## config.mk

```make
export PLATFORM = sky130hd
export DESIGN_NAME = spi_slave_if
export DESIGN_NICKNAME = d
export VERILOG_FILES = /design/src/rtl/spi_slave_if.sv
export SDC_FILE = /design/constraint.sdc
export NUM_CORES = 1
export LEC_CHECK = 0
export BUFFER_PORTS_ARGS = -buffer_cell sky130_fd_sc_hd__buf_2
export CAP_MARGIN = 20
export CORE_ASPECT_RATIO = 0.8
export CORE_MARGIN = 1.5
export CORE_UTILIZATION = 56
export CTS_CLUSTER_DIAMETER = 150
export DETAILED_ROUTE_END_ITERATION = 8
export MAX_ROUTING_LAYER = met4
export PLACE_DENSITY = 0.9
export SLEW_MARGIN = 5
export SYNTH_ARGS = -nofsm -noshare
export SYNTH_HDL_FRONTEND = slang
export SYNTH_SLANG_ARGS = --single-unit
```

## constraint.sdc

```tcl
create_clock -name clk -period 2.01 [get_ports clk]
set_input_delay 0.3015 -clock clk [delete_from_list [all_inputs] [get_ports clk]]
set_output_delay 0.3015 -clock clk [all_outputs]
set_load 0.05 [all_outputs]
```

## src/rtl/spi_slave_if.sv

```systemverilog
// SPI slave front end: deserialises command/address/data frames from MOSI
// and serialises one read byte onto MISO for read-data frames.
// Optional feature: define SPI_ABORT_FLAG_EN to add the frame_err output,
// a one-cycle pulse when SS_n rises before a frame has completed.
//
// Handshakes: rx_valid is a one-cycle strobe qualifying rx_data; there is no
// back-pressure. tx_valid qualifies tx_data and may stay high indefinitely;
// tx_data is captured exactly once per read-data frame, on the first cycle
// after the frame completes in which tx_valid is high.
module spi_slave_if #(
  parameter int ADDR_SIZE = 8
) (
  input  logic                 clk,
  input  logic                 rst_n,
  input  logic                 MOSI,
  input  logic                 SS_n,
  output logic                 MISO,
  output logic [ADDR_SIZE+1:0] rx_data,
  output logic                 rx_valid,
  input  logic [ADDR_SIZE-1:0] tx_data,
  input  logic                 tx_valid,
`ifdef SPI_ABORT_FLAG_EN
  output logic                 frame_err,
`endif
  output logic [2:0]           state_dbg
);

  localparam int CW = $clog2(ADDR_SIZE + 2);
  localparam logic [CW-1:0] LAST_RX = CW'(ADDR_SIZE);
  localparam logic [CW-1:0] LAST_TX = CW'(ADDR_SIZE - 1);

  typedef enum logic [2:0] {
    IDLE      = 3'd0,
    CHK_CMD   = 3'd1,
    WRITE     = 3'd2,
    READ_ADD  = 3'd3,
    READ_DATA = 3'd4
  } state_t;

  // Progress inside a shifting state: receiving, waiting for the read byte,
  // sending the read byte, or finished and waiting for SS_n to rise.
  typedef enum logic [1:0] {
    PH_SHIFT   = 2'd0,
    PH_WAIT_TX = 2'd1,
    PH_TX      = 2'd2,
    PH_HOLD    = 2'd3
  } phase_t;

  state_t               state, state_nxt;
  phase_t               phase;
  logic [CW-1:0]        cnt;
  logic [ADDR_SIZE:0]   shift;
  logic [ADDR_SIZE-1:0] tx_byte;
  logic                 rd_addr_seen;
  logic                 busy;

  assign state_dbg = state;
  assign busy      = (state == WRITE) || (state == READ_ADD) || (state == READ_DATA);

  // State register.
  always_ff @(posedge clk) begin
    if (!rst_n) state <= IDLE;
    else        state <= state_nxt;
  end

  // Next-state decode; SS_n high aborts any active frame.
  always_comb begin
    state_nxt = state;
    case (state)
      IDLE:    if (!SS_n) state_nxt = CHK_CMD;
      CHK_CMD: begin
        if (SS_n)              state_nxt = IDLE;
        else if (!MOSI)        state_nxt = WRITE;
        else if (rd_addr_seen) state_nxt = READ_DATA;
        else                   state_nxt = READ_ADD;
      end
      WRITE, READ_ADD, READ_DATA: if (SS_n) state_nxt = IDLE;
      default: state_nxt = IDLE;
    endcase
  end

  // Frame datapath: receive shift register, bit counter, read-byte shifter.
  always_ff @(posedge clk) begin
    if (!rst_n) begin
      phase        <= PH_SHIFT;
      cnt          <= '0;
      shift        <= '0;
      tx_byte      <= '0;
      rx_data      <= '0;
      rx_valid     <= 1'b0;
      rd_addr_seen <= 1'b0;
      MISO         <= 1'b0;
    end else begin
      rx_valid <= 1'b0;
      if (state == IDLE || SS_n) begin
        // Idle or aborting: clear frame progress, keep rd_addr_seen.
        phase <= PH_SHIFT;
        cnt   <= '0;
        MISO  <= 1'b0;
      end else if (state == CHK_CMD) begin
        shift <= {{ADDR_SIZE{1'b0}}, MOSI};
        cnt   <= '0;
      end else begin
        case (phase)
          PH_SHIFT: begin
            shift <= {shift[ADDR_SIZE-1:0], MOSI};
            if (cnt == LAST_RX) begin
              rx_data  <= {shift, MOSI};
              rx_valid <= 1'b1;
              if (shift[ADDR_SIZE:ADDR_SIZE-1] == 2'b10) rd_addr_seen <= 1'b1;
              if (shift[ADDR_SIZE:ADDR_SIZE-1] == 2'b11) rd_addr_seen <= 1'b0;
              phase <= (state == READ_DATA) ? PH_WAIT_TX : PH_HOLD;
            end else begin
              cnt <= cnt + CW'(1);
            end
          end
          PH_WAIT_TX: begin
            if (tx_valid) begin
              tx_byte <= tx_data;
              MISO    <= tx_data[ADDR_SIZE-1];
              cnt     <= '0;
              phase   <= PH_TX;
            end
          end
          PH_TX: begin
            if (cnt == LAST_TX) begin
              MISO  <= 1'b0;
              phase <= PH_HOLD;
            end else begin
              MISO    <= tx_byte[ADDR_SIZE-2];
              tx_byte <= tx_byte << 1;
              cnt     <= cnt + CW'(1);
            end
          end
          default: MISO <= 1'b0;
        endcase
      end
    end
  end

`ifdef SPI_ABORT_FLAG_EN
  // Flag SS_n rising while a frame (including the read byte) is unfinished.
  always_ff @(posedge clk) begin
    if (!rst_n) frame_err <= 1'b0;
    else        frame_err <= SS_n && ((state == CHK_CMD) || (busy && phase != PH_HOLD));
  end
`endif

endmodule

```

== Word level (Yosys, flattened, before mapping) ==
Cells that the tools add are included.

* $add $sub $neg: 1
* Bitwise operators: 4
* Reductions and logical operators: 19
* Equality and inequality tests: 17
* Multiplexer cells: 26

{| class="wikitable"
|+ Operators by type and width
! cell !! number
|-
| $mux 9 || 2
|-
| $mux 3 || 5
|-
| $reduce_and 5->1 || 3
|-
| $mux 7 || 2
|-
| $ne 2x2->1 const B || 7
|-
| $pmux 7 s2 || 1
|-
| $mux 4 || 3
|-
| $pmux 4 s3 || 1
|-
| $pmux 3 s3 || 1
|-
| $mux 2 || 4
|-
| $reduce_and 4->1 || 2
|-
| $eq 2x2->1 const B || 3
|-
| $eq 3x2->1 const B || 2
|-
| $pmux 2 s3 || 1
|-
| $reduce_bool 2->1 || 3
|-
| $reduce_or 3->1 || 2
|-
| $mux 1 || 5
|-
| $add 4x1->4 const B || 1
|-
| $eq 4x3->1 const B || 1
|-
| $eq 4x4->1 const B || 1
|-
| $not 1->1 || 4
|-
| $reduce_and 2->1 || 2
|-
| $reduce_or 4->1 || 1
|-
| $eq 3x1->1 const B || 1
|-
| 9 further kinds || 9
|}

* Output and inout port bits: 15
* Register bits after elaboration: 38
* Word-level logic and storage cells: 76
* Bits of input ports: 13

== Logic depth before layout (Yosys ltp) ==
* Word-level depth: 4
* Depth in mapped cells: 8
* Depth with buffers taken out: 6

== Least setup slack after synthesis ==
OpenSTA, ideal clock, no wires.

* Kind: reg2reg
* Start point: register state[2] (netlist: state_dbg[2])
* End point: register tx_byte[3]
* Stages on the path, launching flop included: 6
* Data arrival time: 1.712 ns
* Setup slack: 0.182 ns
* Period minus slack after synthesis: 1.828 ns
* Setup time: 0.116 ns
* Path through: dfxtp_1 -> nor2_1 -> nor4_4 -> buf_2 -> nand2_1 -> o211a_1

* Word-level cells in the longest chain between the ends: 4
* Elaborated cells between the ends (all ways): 6
* Classes of those cells: eq/ne: 1; bitwise: 2; reduce/logical: 3

{| class="wikitable"
|+ RTL lines
! item !! line !! source
|-
| start: declaration || 49 || <nowiki>state_t state, state_nxt;</nowiki>
|-
| start signal: assignment || 63 || <nowiki>else state <= state_nxt;</nowiki>
|-
| $logic_not 3->1 || 95 || <nowiki>if (state == IDLE || SS_n) begin</nowiki>
|-
| $logic_or 1x1->1 || 95 ||
|-
| $not 1->1 (no line) || -- ||
|-
| $reduce_and 5->1 (no line) (*) || -- ||
|-
| end signal: assignment || 119 || <nowiki>tx_byte <= tx_data;</nowiki>
|-
| end signal: assignment || 131 || <nowiki>tx_byte <= tx_byte << 1;</nowiki>
|-
| end: declaration || 53 || <nowiki>logic [ADDR_SIZE-1:0] tx_byte;</nowiki>
|}

Mark *: on every way between the ends. The rest lies on a longest branch, timed or not.
A chain may end at the register's enable or synchronous reset.

== Worst setup path after layout ==
* Start point: register phase[0]
* End point: register tx_byte[1]

* Word-level cells in the longest chain between the ends: 3
* Elaborated cells between the ends (all ways): 7
* Classes of those cells: eq/ne: 4; mux: 1; reduce/logical: 2

{| class="wikitable"
|+ RTL lines
! item !! line !! source
|-
| start: declaration || 50 || <nowiki>phase_t phase;</nowiki>
|-
| start signal: assignment || 112 || <nowiki>phase <= (state == READ_DATA) ? PH_WAIT_TX : PH_HOLD;</nowiki>
|-
| $eq 2x2->1 or $eq 2x1->1 (tied branches) || 104 || <nowiki>case (phase)</nowiki>
|-
| $ne 2x2->1 (no line) or $reduce_bool 2->1 (tied branches) || -- ||
|-
| $reduce_and 5->1 (no line) || -- ||
|}

Parallel ways exist; a longest one is shown, timed or not.

==> out/qor.csv <==
stage,metric,value,unit
placement,placed_cell_area,2010,um2
routing,drt_iter0_drc,89,
setup_path,critPathMaxFanout,8,
power_and_ir_drop,intPower,1180,uW
grt,grt.overflow.total,0,
power_and_ir_drop,power_density,702,nW/um2
grt,grt_start_max_net_pins,30,
final_layout,area_growth,15.3,%
setup_path,endpoint,tx_byte[1],
die,die-area,3630,um2
placement,place_congestion,0.997,
timing,setup_viol,0,
routing,vias,1469,
power_and_ir_drop,power,1490,uW
setup_path,arrival,1990,ps
logic_synthesis,netlist_area,1840,um2
final_layout,antenna_cells,0,
final_layout,final_cell_mix,"dfxtp_1, buf_2, nand2_1",
logic_synthesis,ys_ff_latch,38,
job,cap_violations,0,
final_layout,stdcell_area,2120,um2
routing,drt_wl_total,3510,um
clock_network,cts_resized,0,
logic_synthesis,synth-main-ff-cell,dfxtp_1,
grt,grt_pass1_vias,1340,
clock_network,clk_pin_slew,70,ps
setup_path,endpoint_kind,flop,
routing,viasPerCell,5.69,
setup_path,worstSetupStartpoint,phase[0],
logic_synthesis,synth_edf_count,0,
logic_synthesis,ys_seq_area_frac,0.414,
placement,port_buffers,27,
final_layout,final_common_cell,dfxtp_1,
setup_path,ff2ff_setup_slack,200,ps
timing,worst_pin_slew,645,ps
routing,route.detailed.drc,0,
clock_network,cts_setup_buffers,0,
timing,relSlewSlack,0.568,
clock_network,clock_latency,290,ps
clock_network,cts.sink_count,38,
placement,hpwl,2500,um
setup_path,r2r_cells,7,
routing,drtPass1Iterations,4,
timing,worst_clock_skew,5.54,ps
power_and_ir_drop,switching_power,304,uW
setup_path,crit_type,flop to flop,
final_layout,fin_util,0.682,
timing,slew_violations,0,
power_and_ir_drop,p_leak,0.000866,uW
logic_synthesis,syn_nets,207,
clock_network,clk_path_buf_depth,2,
timing,final.setup.tns,0,ps
setup_path,r2r_end,tx_byte[1],
routing,ant_nets,0,
clock_network,cts-root-buf,clkbuf_8,
status,status,completed,
logic_synthesis,synthCells,188,
final_layout,drive_gt1_frac,0.229,
clock_network,cts_buffers,5,
die,rows,18,
final_layout,fillCellCount,255,
power_and_ir_drop,swShare,0.205,
placement,pre_cts_ws,214,ps
timing,rsz0062_at_grt,no,
clock_network,htree_num_levels,2,
logic_synthesis,synth_cell_types,45,
setup_path,start_kind,flop,
routing,drt-wirelength-per-cell,13.6,um
grt,antenna_found_initial,0,
die,dieHeight,54.2,um
power_and_ir_drop,power_frac_seq,0.512,
min_path,hold_path.class,input pin to flop,
die,ios,28,
clock_network,hold_buffers,0,
timing,max_clock_freq,553,MHz
logic_synthesis,yosysWarnings,0,
grt,grt_pass1_wl,5750,um
power_and_ir_drop,pwr-share-clk,0.437,
logic_synthesis,synth.avg_cell_area,9.77,um2
grt,grt_use_total,0.222,
setup_path,critPathRequiredTime,2190,ps
timing,fin_crit_sh,0.900,
power_and_ir_drop,combPwrFrac,0.052,
die,core-area,3110,um2
power_and_ir_drop,ir_drop,0.000485,V
timing,hold_viol,0,
final_layout,final_nets,237,
logic_synthesis,async_flop_share,0,
setup_path,r2r_start,phase[0],
die,initial_core_util,0.591,
timing,post-route-min-period,1810,ps
timing,layout_setup_ws,201,ps
die,die_w,67.0,um
clock_network,cts_tree,yes,
[how the worst min path moves through the flow]
stage          startpoint  depth (start not counted)         end  slack (ps)
2_1_floorplan        MOSI                          2    shift[0]         440
3_3_place_gp   rx_data[9]                          2  rx_data[9]         450
6_report             MOSI                          3    shift[0]         290
5_1_grt              MOSI                          3    shift[0]         300
3_5_place_dp     shift[1]                          2    shift[1]         460
4_1_cts              MOSI                          3    shift[0]         290
[routing by layer]
layer	GRT usage	part of all wire	vias up
li1	-	-	738
met1	0.264	0.48	682
met2	0.356	0.46	42
met3	0.0556	0.047	7
met4	0.112	0.017	0
met5	-	0	-
[cells in the mapped netlist, types with 2 or more instances]
cell type | n | area (um2)
a211oi_1 | 2 | 15.0
a21boi_1 | 10 | 75.1
a21o_1 | 2 | 15.0
a21oi_1 | 6 | 30.0
and4b_2 | 2 | 22.5
buf_2 | 3 | 15.0
buf_6 | 2 | 22.5
clkbuf_1 | 3 | 11.3
dfxtp_1 | 38 | 761
ha_1 | 6 | 75.1
inv_1 | 6 | 22.5
mux2i_1 | 17 | 170
nand2_1 | 20 | 75.1
nand2b_1 | 5 | 31.3
nand3_1 | 11 | 55.1
nor2_1 | 6 | 22.5
nor2b_1 | 10 | 62.6
nor3_1 | 3 | 15.0
nor3b_1 | 2 | 15.0
nor4_1 | 2 | 12.5
o211a_1 | 6 | 60.1
o21ai_0 | 2 | 10.0
o31ai_1 | 2 | 15.0
[sequential cells by signal, indices dropped and copies added (netlist names)]
signal and count:
MISO 1, cnt 4, phase 2, rd_addr_seen 1, rx_data 10, rx_valid 1
shift 9, state_dbg 3, tx_byte 7
[power by group through the flow]
| stage | clock [uW] | combinational [uW] | sequential (uW) |
|---|---|---|---|
| after detailed placement | 0 | 76.6 | 778 |
| after floorplan | 0 | 46.0 | 783 |
| after global placement | 0 | 75.7 | 777 |
| after global routing | 690 | 83.5 | 761 |
| final | 649 | 76.9 | 760 |
| after CTS | 661 | 77.1 | 760 |
[kinds of logic after synthesis]
| kind of cell | after synthesis | share of synthesized area |
|---|---|---|
| AND/OR/NAND/NOR | 73 | 0.236 |
| AO/OA/AOI/OAI | 39 | 0.175 |
| flip-flops | 38 | 0.414 |
| multiplexers | 17 | 0.0926 |
| buffers and inverters | 15 | 0.0415 |
| adder cells (fa/ha/maj) | 6 | 0.0409 |
[worst max-delay path: stages (launching register included)]
cell	delay [ps]
dfxtp_1	380
inv_1	80
ha_1	210
and4b_2	280
nor4_4	360
buf_4	220
nand2_1	60
o211a_1	120
[metrics by stage]
stage / std cells / hold WS, ps
2_1_floorplan: 188 / 436
3_5_place_dp: 251 / 464
3_3_place_gp: 251 / 453
5_1_grt: 258 / 301
6_report: 258 / 290
4_1_cts: 258 / 288
[cell type report]
type	instances	area (um2)	area share
Timing Repair Buffer	32	173	0.0815
Clock buffer	6	82.6	0.0390
Inverter	6	22.5	0.0106
Sequential cell	38	761	0.359
Clock inverter	1	30.0	0.0142
Multi-Input combinational cell	135	1000	0.472
Tap cell	40	50.0	0.0236
Note: power is estimated with default switching activity, not from simulation.
